## src/rtl/regfile_pkg.sv

```systemverilog
// Shared constants and helpers for the multi-port register file.
// Includes the address-width derivation and flattened-bus slicing.
package regfile_pkg;

  localparam int unsigned XLEN_DEF  = 32'd32;
  localparam int unsigned NREGS_DEF = 32'd32;

  // Smallest r with 2**r >= n; used to size register addresses.
  function automatic int unsigned clog2(input int unsigned n);
    int unsigned r;
    r = 32'd0;
    for (int unsigned i = 32'd0; i < 32'd31; i++) begin
      r = ((32'd1 << i) < n) ? (i + 32'd1) : r;
    end
    return r;
  endfunction

  // Low bit of lane idx in a flattened bus of w-bit lanes.
  function automatic int unsigned slice_lo(input int unsigned idx, input int unsigned w);
    return idx * w;
  endfunction

endpackage

```

## src/rtl/regfile_scoreboard.sv

```systemverilog
// Per-register busy scoreboard: tracks outstanding producers.
// Also drives the issue handshake and per-read-port busy flags.
module regfile_scoreboard
  import regfile_pkg::*;
#(
  parameter int unsigned NREGS    = NREGS_DEF,
  parameter int unsigned NRP      = 32'd2,
  parameter int unsigned NWP      = 32'd1,
  parameter bit          ZERO_REG = 1'b1,
  parameter bit          BYPASS   = 1'b1,
  localparam int unsigned AW      = clog2(NREGS)
) (
  input  logic              clk,
  input  logic              reset_n,
  input  logic [NRP*AW-1:0] rp_addr,
  input  logic [NWP-1:0]    wp_en,
  input  logic [NWP*AW-1:0] wp_addr,
  input  logic              iss_valid,
  input  logic [AW-1:0]     iss_rd,
  output logic [NRP-1:0]    rp_busy,
  output logic              iss_ready,
  output logic [NREGS-1:0]  busy_vec
);

  logic [NREGS-1:0] busy_q;
  logic [NREGS-1:0] busy_d;
  logic [NREGS-1:0] wr_hit_s;
  logic [AW-1:0]    raddr_s [NRP];
  logic             rd_zero_s;
  logic             iss_fire_s;

  // Which registers see an enabled write this cycle
  always_comb begin
    wr_hit_s = {NREGS{1'b0}};
    for (int r = 0; r < NREGS; r++) begin
      for (int j = 0; j < NWP; j++) begin
        wr_hit_s[r] = wr_hit_s[r] |
                      (wp_en[j] && (wp_addr[slice_lo(j, AW) +: AW] == AW'(r)));
      end
    end
  end

  // Issue handshake and next busy state; a set beats a same-cycle clear
  always_comb begin
    rd_zero_s  = ZERO_REG && (iss_rd == {AW{1'b0}});
    iss_ready  = rd_zero_s || !busy_q[iss_rd] || wr_hit_s[iss_rd];
    iss_fire_s = iss_valid && iss_ready;
    busy_d     = busy_q;
    for (int r = 0; r < NREGS; r++) begin
      busy_d[r] = (iss_fire_s && !rd_zero_s && (iss_rd == AW'(r))) ? 1'b1 :
                  (wr_hit_s[r] ? 1'b0 : busy_q[r]);
    end
  end

  // Busy flag seen by each read port
  always_comb begin
    rp_busy = {NRP{1'b0}};
    for (int i = 0; i < NRP; i++) begin
      raddr_s[i] = rp_addr[slice_lo(i, AW) +: AW];
      rp_busy[i] = ((ZERO_REG && (raddr_s[i] == {AW{1'b0}})) ||
                    (BYPASS && wr_hit_s[raddr_s[i]])) ? 1'b0 : busy_q[raddr_s[i]];
    end
  end

  // Scoreboard state
  always_ff @(posedge clk or negedge reset_n) begin
    if (!reset_n) begin
      busy_q <= {NREGS{1'b0}};
    end else begin
      busy_q <= busy_d;
    end
  end

  assign busy_vec = busy_q;

endmodule

```

## src/rtl/regfile_mp_sb.sv

```systemverilog
// Multi-port integer register file with write-to-read bypass.
// Storage, write priority and read muxing live here; busy tracking is in regfile_scoreboard.
module regfile_mp_sb
  import regfile_pkg::*;
#(
  parameter int unsigned XLEN     = XLEN_DEF,
  parameter int unsigned NREGS    = NREGS_DEF,
  parameter int unsigned NRP      = 32'd2,
  parameter int unsigned NWP      = 32'd1,
  parameter bit          ZERO_REG = 1'b1,
  parameter bit          BYPASS   = 1'b1,
  localparam int unsigned AW      = clog2(NREGS)
) (
  input  logic                clk,
  input  logic                reset_n,
  input  logic [NRP*AW-1:0]   rp_addr,
  output logic [NRP*XLEN-1:0] rp_data,
  output logic [NRP-1:0]      rp_busy,
  input  logic [NWP-1:0]      wp_en,
  input  logic [NWP*AW-1:0]   wp_addr,
  input  logic [NWP*XLEN-1:0] wp_data,
  input  logic                iss_valid,
  input  logic [AW-1:0]       iss_rd,
  output logic                iss_ready,
  output logic [NREGS-1:0]    busy_vec
);

  logic [XLEN-1:0] mem_q   [NREGS];
  logic [XLEN-1:0] mem_d   [NREGS];
  logic [AW-1:0]   waddr_s [NWP];
  logic [XLEN-1:0] wdata_s [NWP];
  logic [NWP-1:0]  wkeep_s;
  logic [AW-1:0]   raddr_s [NRP];
  logic [XLEN-1:0] rdata_s [NRP];

  // Unpack write ports; writes to a hardwired x0 are dropped
  always_comb begin
    wkeep_s = {NWP{1'b0}};
    for (int j = 0; j < NWP; j++) begin
      waddr_s[j] = wp_addr[slice_lo(j, AW) +: AW];
      wdata_s[j] = wp_data[slice_lo(j, XLEN) +: XLEN];
      wkeep_s[j] = wp_en[j] && !(ZERO_REG && (waddr_s[j] == {AW{1'b0}}));
    end
  end

  // Next array contents; ascending port order lets the highest port win
  always_comb begin
    for (int r = 0; r < NREGS; r++) begin
      mem_d[r] = mem_q[r];
      for (int j = 0; j < NWP; j++) begin
        mem_d[r] = (wkeep_s[j] && (waddr_s[j] == AW'(r))) ? wdata_s[j] : mem_d[r];
      end
    end
  end

  // Register array
  always_ff @(posedge clk or negedge reset_n) begin
    if (!reset_n) begin
      for (int r = 0; r < NREGS; r++) begin
        mem_q[r] <= {XLEN{1'b0}};
      end
    end else begin
      for (int r = 0; r < NREGS; r++) begin
        mem_q[r] <= mem_d[r];
      end
    end
  end

  // Read mux: array, then bypass (highest port wins), then x0 override
  always_comb begin
    for (int i = 0; i < NRP; i++) begin
      raddr_s[i] = rp_addr[slice_lo(i, AW) +: AW];
      rdata_s[i] = mem_q[raddr_s[i]];
      for (int j = 0; j < NWP; j++) begin
        rdata_s[i] = (BYPASS && wp_en[j] && (waddr_s[j] == raddr_s[i])) ?
                     wdata_s[j] : rdata_s[i];
      end
      rdata_s[i] = (ZERO_REG && (raddr_s[i] == {AW{1'b0}})) ? {XLEN{1'b0}} : rdata_s[i];
    end
  end

  // Pack read data
  always_comb begin
    rp_data = {(NRP*XLEN){1'b0}};
    for (int i = 0; i < NRP; i++) begin
      rp_data[slice_lo(i, XLEN) +: XLEN] = rdata_s[i];
    end
  end

  regfile_scoreboard #(
    .NREGS    (NREGS),
    .NRP      (NRP),
    .NWP      (NWP),
    .ZERO_REG (ZERO_REG),
    .BYPASS   (BYPASS)
  ) u_scoreboard (
    .clk       (clk),
    .reset_n   (reset_n),
    .rp_addr   (rp_addr),
    .wp_en     (wp_en),
    .wp_addr   (wp_addr),
    .iss_valid (iss_valid),
    .iss_rd    (iss_rd),
    .rp_busy   (rp_busy),
    .iss_ready (iss_ready),
    .busy_vec  (busy_vec)
  );

endmodule

```

## config.mk

```make
export PLATFORM = sky130hd
export DESIGN_NAME = regfile_mp_sb
export DESIGN_NICKNAME = d
export VERILOG_FILES = /design/src/rtl/regfile_pkg.sv /design/src/rtl/regfile_scoreboard.sv /design/src/rtl/regfile_mp_sb.sv
export SDC_FILE = /design/constraint.sdc
export NUM_CORES = 2
export LEC_CHECK = 0
export ABC_AREA = 0
export CORE_ASPECT_RATIO = 1.1
export CORE_MARGIN = 1.5
export CORE_UTILIZATION = 40
export DETAILED_ROUTE_END_ITERATION = 6
export PLACE_DENSITY_LB_ADDON = 0.12
export SLEW_MARGIN = 30
export SYNTH_ARGS = -nofsm -noshare
export SYNTH_HDL_FRONTEND = slang
export SYNTH_HIERARCHICAL = 1
export SYNTH_SLANG_ARGS = --single-unit
```

## constraint.sdc

```tcl
create_clock -name clk -period 8 [get_ports clk]
set_input_delay 1.6 -clock clk [delete_from_list [all_inputs] [get_ports clk]]
set_output_delay 1.6 -clock clk [all_outputs]
set_load 0.005 [all_outputs]
```

* After elaboration in Yosys (flattened, before gate mapping) *
Cells that the tools add are included.

word-level totals
  bits in registers = 1,056
  input port bits = 56
  output and inout port bits = 99
  word-level logic and storage cells = 367

cells by class
  $lt $le $gt $ge = 5
  equal/unequal tests = 64
  muxes and demuxes = 88
  bitwise gates (word level) = 2
  reduce and logical (&&, ||, !) cells = 144

operators with widths
  kind                                                                          number
  32-bit binary-select mux with 5-bit select                                    2
  32-bit 2-to-1 mux                                                             8
  5-bit == test, second input constant                                          32
  1-bit logical AND                                                             101
  5-bit by 4-bit == test with 1-bit output, second input constant               16
  1-bit 2-to-1 mux                                                              72
  2-bit nonzero test                                                            32
  5-bit by 3-bit == test with 1-bit output, second input constant               8
  1-bit binary-select mux with 5-bit select                                     6
  5-bit by 2-bit == test with 1-bit output, second input constant               4
  5-bit zero test                                                               4
  5-bit by 6-bit less-than comparator with 1-bit output, second input constant  3
  6-bit greater-or-equal comparator, second input constant                      2
  5-bit NOT with 6-bit output                                                   2
  5-bit by 1-bit == test with 1-bit output, second input constant               2
  5-bit == test                                                                 2
  1-bit logical OR                                                              4
  1-bit zero test                                                               3

* Depth between registers and ports, before layout *
  word-level depth = 9
  mapped depth = 10
  gate-level depth less buffers = 5

* Cells and area by module *
Netlist, hierarchy kept.

modules (own cells, without submodules)
  module              times used  cells an instance  area an instance (um^2)  sequential area each (um^2)
  regfile_mp_sb       1           3,816              54,743.8                 25,624.6
  regfile_scoreboard  1           274                2,585.0                  800.8

* Worst setup path after synthesis *
OpenSTA, ideal clock, no wires.

  path kind = input -> output
  start point = input port rp_addr[5]
  end point = output port rp_data[59]
  arrival = 3.255 ns
  data required time = 6.400 ns
  setup slack = 3.145 ns
  stages on the path = 7
  buffers on the path = 3
  cell sequence = buf_4 buf_6 buf_2 mux4_2 a22oi_1 nand2_1 a221o_1

on the way
  cells in the longest elaborated chain, start to end = 6
  elaborated cells between the ends (all ways) = 9
  those cells by class = 1 x eq/ne; 5 x mux; 1 x bitwise; 2 x reduce/logical

ends and longest elaborated chain
  item                                                  line                 source
  start, declared                                       regfile_mp_sb.sv:16  input logic [NRP*AW-1:0] rp_addr,
  5-bit NOT with 6-bit output (implied by the code)     regfile_mp_sb.sv:73  rdata_s[i] = mem_q[raddr_s[i]];
  32-bit binary-select mux with 5-bit select            regfile_mp_sb.sv:73
  32-bit 2-to-1 mux (implied by the code) (2 in a row)  regfile_mp_sb.sv:73
  32-bit 2-to-1 mux                                     regfile_mp_sb.sv:75  rdata_s[i] = (BYPASS && wp_en[j] && (waddr_s[j] == raddr_s[i])) ?
  32-bit 2-to-1 mux (*)                                 regfile_mp_sb.sv:78  rdata_s[i] = (ZERO_REG && (raddr_s[i] == {AW{1'b0}})) ? {XLEN{1'b0}} : rdata_s[i];
  end, declared                                         regfile_mp_sb.sv:17  output logic [NRP*XLEN-1:0] rp_data,

Every way passes the cells marked *; elsewhere a longest branch is shown, timed or not. The select of a mux whose other input is x is not followed.

* Worst setup path after layout *
  start point = input port wp_addr[2]
  end point = output port rp_data[32]

on the way
  cells in the longest elaborated chain, start to end = 4

ends and longest elaborated chain
  item               line                 source
  start, declared    regfile_mp_sb.sv:20  input logic [NWP*AW-1:0] wp_addr,
  5-bit == test      regfile_mp_sb.sv:75
  1-bit logical AND  regfile_mp_sb.sv:75
  32-bit 2-to-1 mux  regfile_mp_sb.sv:75
  32-bit 2-to-1 mux  regfile_mp_sb.sv:78

No other way between the ends.

==> impl_results.md <==
- DR pass1 iterations: 6
- FP Rows: 145
- Ys flop type: dfrtp_1
- GP Congestion: 0.823
- Area growth, synth to finish: 13.2%
- Syn Area/Cell: 14.0 um2
- RSZ-0062 raised after global routing: false
- Worst reg-to-reg setup slack: 5.60 ns
- Worst slew pin tran: 1.06 ns
- Leakage: 27.7 nW
- Dominant delay contributor by cell family on the critical path: buffers and inverters
- Worst Path Required: 6.40 ns
- Hold Path Stages: 0
- Final wirelength: 204000 um
- Final Cycle Share: 80.9%
- Outcome: completed
- Antenna viol nets, final: 0
- Post-CTS Setup Inserts: 0
- DP HPWL: 118000 um
- Largest stage delay, worst path: 0.73 ns
- IO Pins: 155
- WL/cell: 33.7 um
- Vias in the first global route: 39300
- Gates resized, CTS repair: 0
- Via Count: 38300
- Cell Pwr Density: 249 mW/mm2
- Fin nets: 4100
- First-pass GRT wire length: 296000 um
- Synthesized instance count: 4090
- Arr. time, crit path: 4.87 ns
- FF+latch count, synth: 1056
- Critical R2R Launch: u_scoreboard/busy_vec[20]$_DFFE_PN0P_
- All-layer global routing usage: 28.3%
- Die area: 0.146 mm2
- Min Tclk post-route: 6.47 ns
- TritonCTS clock tree: built
- CP max FO: 25
- Clk sink count: 1056
- DRC errors left: 0
- Crit path cell chain: clkdlybuf4s50_1, buf_4, xnor2_1, nand4_1, o211a_1, buf_4, a22oi_1, nand2_1, clkdlybuf4s50_1
- Worst hold start: mem_q[1013]$_DFFE_PN0P_
- DIE HEIGHT: 400 um
- Fin. Hold Viols: 0
- Post-Syn Nets: 4146
- Worst-skew pair later-pin latency: 0.74 ns
- Worst VDD drop: 0.170 mV
- Clock Power Share: 34.8%
- Max frequency: 155 MHz
- Pin count of the biggest net entering global routing: 145
- Reg2Reg Depth: 5
- Psw: 4.55 mW
- Critical path launch point type: primary input
- Mapped cell area: 0.0573 mm2
- H-tree depth: 3
- IO buf count: 154
- Synth top area share: 46.1%
- CTS Hold Buffers Added: 0
- Grt total ovfl: 0
- Top post-synthesis cells by area: dfrtp_1, mux2_2, mux4_2, mux2i_1, a22oi_1
- Max-cap violations: 0
- Layout Skew: 0.0124 ns
- Hold EP: mem_q[1013]$_DFFE_PN0P_
- Combinational fraction of design power: 21.2%
- P_int: 11.6 mW
- Fin Setup TNS: 0 ns
- WP buf/inv: 4
- Crit end category: output pin
- CP max stage cell: o211a_1
- Setup violators final: 0
- Post-synth top area cell: dfrtp_1
- Min Hold Slack: 0.392 ns
- Min-delay worst type: reg -> reg
- Seq/Total Area, Yosys: 46.1%
- Sw Ratio: 28.2%
- Core ar.: 0.142 mm2
- Initial antenna violation count: 6
- Ys Warns: 6
- Initial Util: 40.4%
- Root buf cell: clkbuf_16
- Synth unique cells: 69
- 1st-iter DRT viols: 3465
- Via-to-Cell Ratio: 6.32
- Async set-reset flop share out of synthesis: 100%
- Final Max Slew Viols: 0
- Total CTS buffers: 118
- Reg2reg end: u_scoreboard/busy_vec[31]$_DFFE_PN0P_
- Flop pwr share: 44.1%
- Slew HR: 29.1%
- Overall die width: 364 um
- Setup Crit Path Kind: in -> out
- EDFF count, synth: 0
- Bufs on Longest Clock Path: 3
- Clock-pin slew on the worst setup and hold paths: 0.06 ns
- Layout cells sized above 1: 43.9%
## synthesized netlist by cell type (all sizes together) (18+ instances only)
master,n
mux2,1003
mux2i,277
a211oi,31
o221ai,32
mux4,412
a21oi,77
clkbuf,256
a22oi,136
nor2,50
o22ai,44
o211ai,18
a32o,32
buf,213
nand3,18
o21ai,103
nand2,129
dfrtp,1056
## registers in the layout, summed over array words and instances (netlist names)
signal	cells
mem_q	1024
u_scoreboard/busy_vec	32
## layout by cell type, fill, tap and decap left out, drive strengths merged, types with 30 or more instances in the layout
cell           synthesis  routed
mux2i                277     277
a22oi                136     136
nand2                129     129
o221ai                32      32
a32o                  32      32
mux4                 412     412
clkbuf               256     178
buf                  213     162
o22ai                 44      44
a211oi                31      31
o21ai                103     103
clkinv                 2      30
nor2                  50      50
dfrtp               1056    1056
clkdlybuf4s50          0     140
mux2                1003    1003
a21oi                 77      77
## cells by family after synthesis
family,count (synthesis),share of synthesized area [%]
AO/OA/AOI/OAI,545,6.62
XOR/XNOR,18,0.275
buffers and inverters,476,3.69
flip-flops,1056,46.1
multiplexers,1692,40.8
AND/OR/NAND/NOR,303,2.56
## worst max-delay path by stage
| stage | from | end | slack [ns] | depth (start not counted) |
|---|---|---|---|---|
| finish | wp_addr[2] | rp_data[32] | 1.53 | 9 |
| global route | wp_addr[3] | rp_data[56] | 1.47 | 7 |
| CTS | wp_addr[2] | rp_data[32] | 1.58 | 9 |
| detailed placement | wp_addr[3] | rp_data[56] | 1.59 | 7 |
| global placement | wp_addr[1] | rp_data[56] | 1.61 | 7 |
| floorplan | rp_addr[5] | rp_data[59] | 3.14 | 7 |
## final cells by class
class                           count  area (um2)
Fill cell                       12700       77200
Multi-Input combinational cell   2558       29100
Sequential cell                  1056       26400
Clock buffer                      177        3470
Timing Repair Buffer              303        2950
Tap cell                         1911        2390
Clock inverter                     44         497
Inverter                            7        26.3
Antenna cell                        1        2.50
## metrics by stage
stage | power, mW | utilization, % | cell area, um2 | cells | worst slack [ns]
after floorplan | 9.37 | - | 57300 | 4090 | 3.14
after global placement | 10.6 | 42.8 | 60800 | 5832 | 1.61
after detailed placement | 10.6 | 42.9 | 60900 | 5835 | 1.59
after CTS | 16.3 | 45.7 | 64900 | 6056 | 1.58
after global routing | 16.9 | 45.7 | 64900 | 6057 | 1.47
final | 16.2 | 45.7 | 64900 | 6057 | 1.53
## metal layers
layer,vias up,wire length [um],track usage (%)
li1,15700,-,-
met1,20900,87500,38.6
met2,1302,98800,46.6
met3,333,11500,4.08
met4,2,6110,8.47
met5,-,17,0
## power groups by stage
stage,Combinational (mW),Sequential (mW),Clock [mW]
after floorplan,2.42,6.94,0
after CTS,3.44,7.11,5.74
after global placement,3.39,7.17,0
final,3.42,7.12,5.62
after global routing,3.66,7.27,5.95
after detailed placement,3.43,7.20,0
Power figures use the tool's default switching activity.
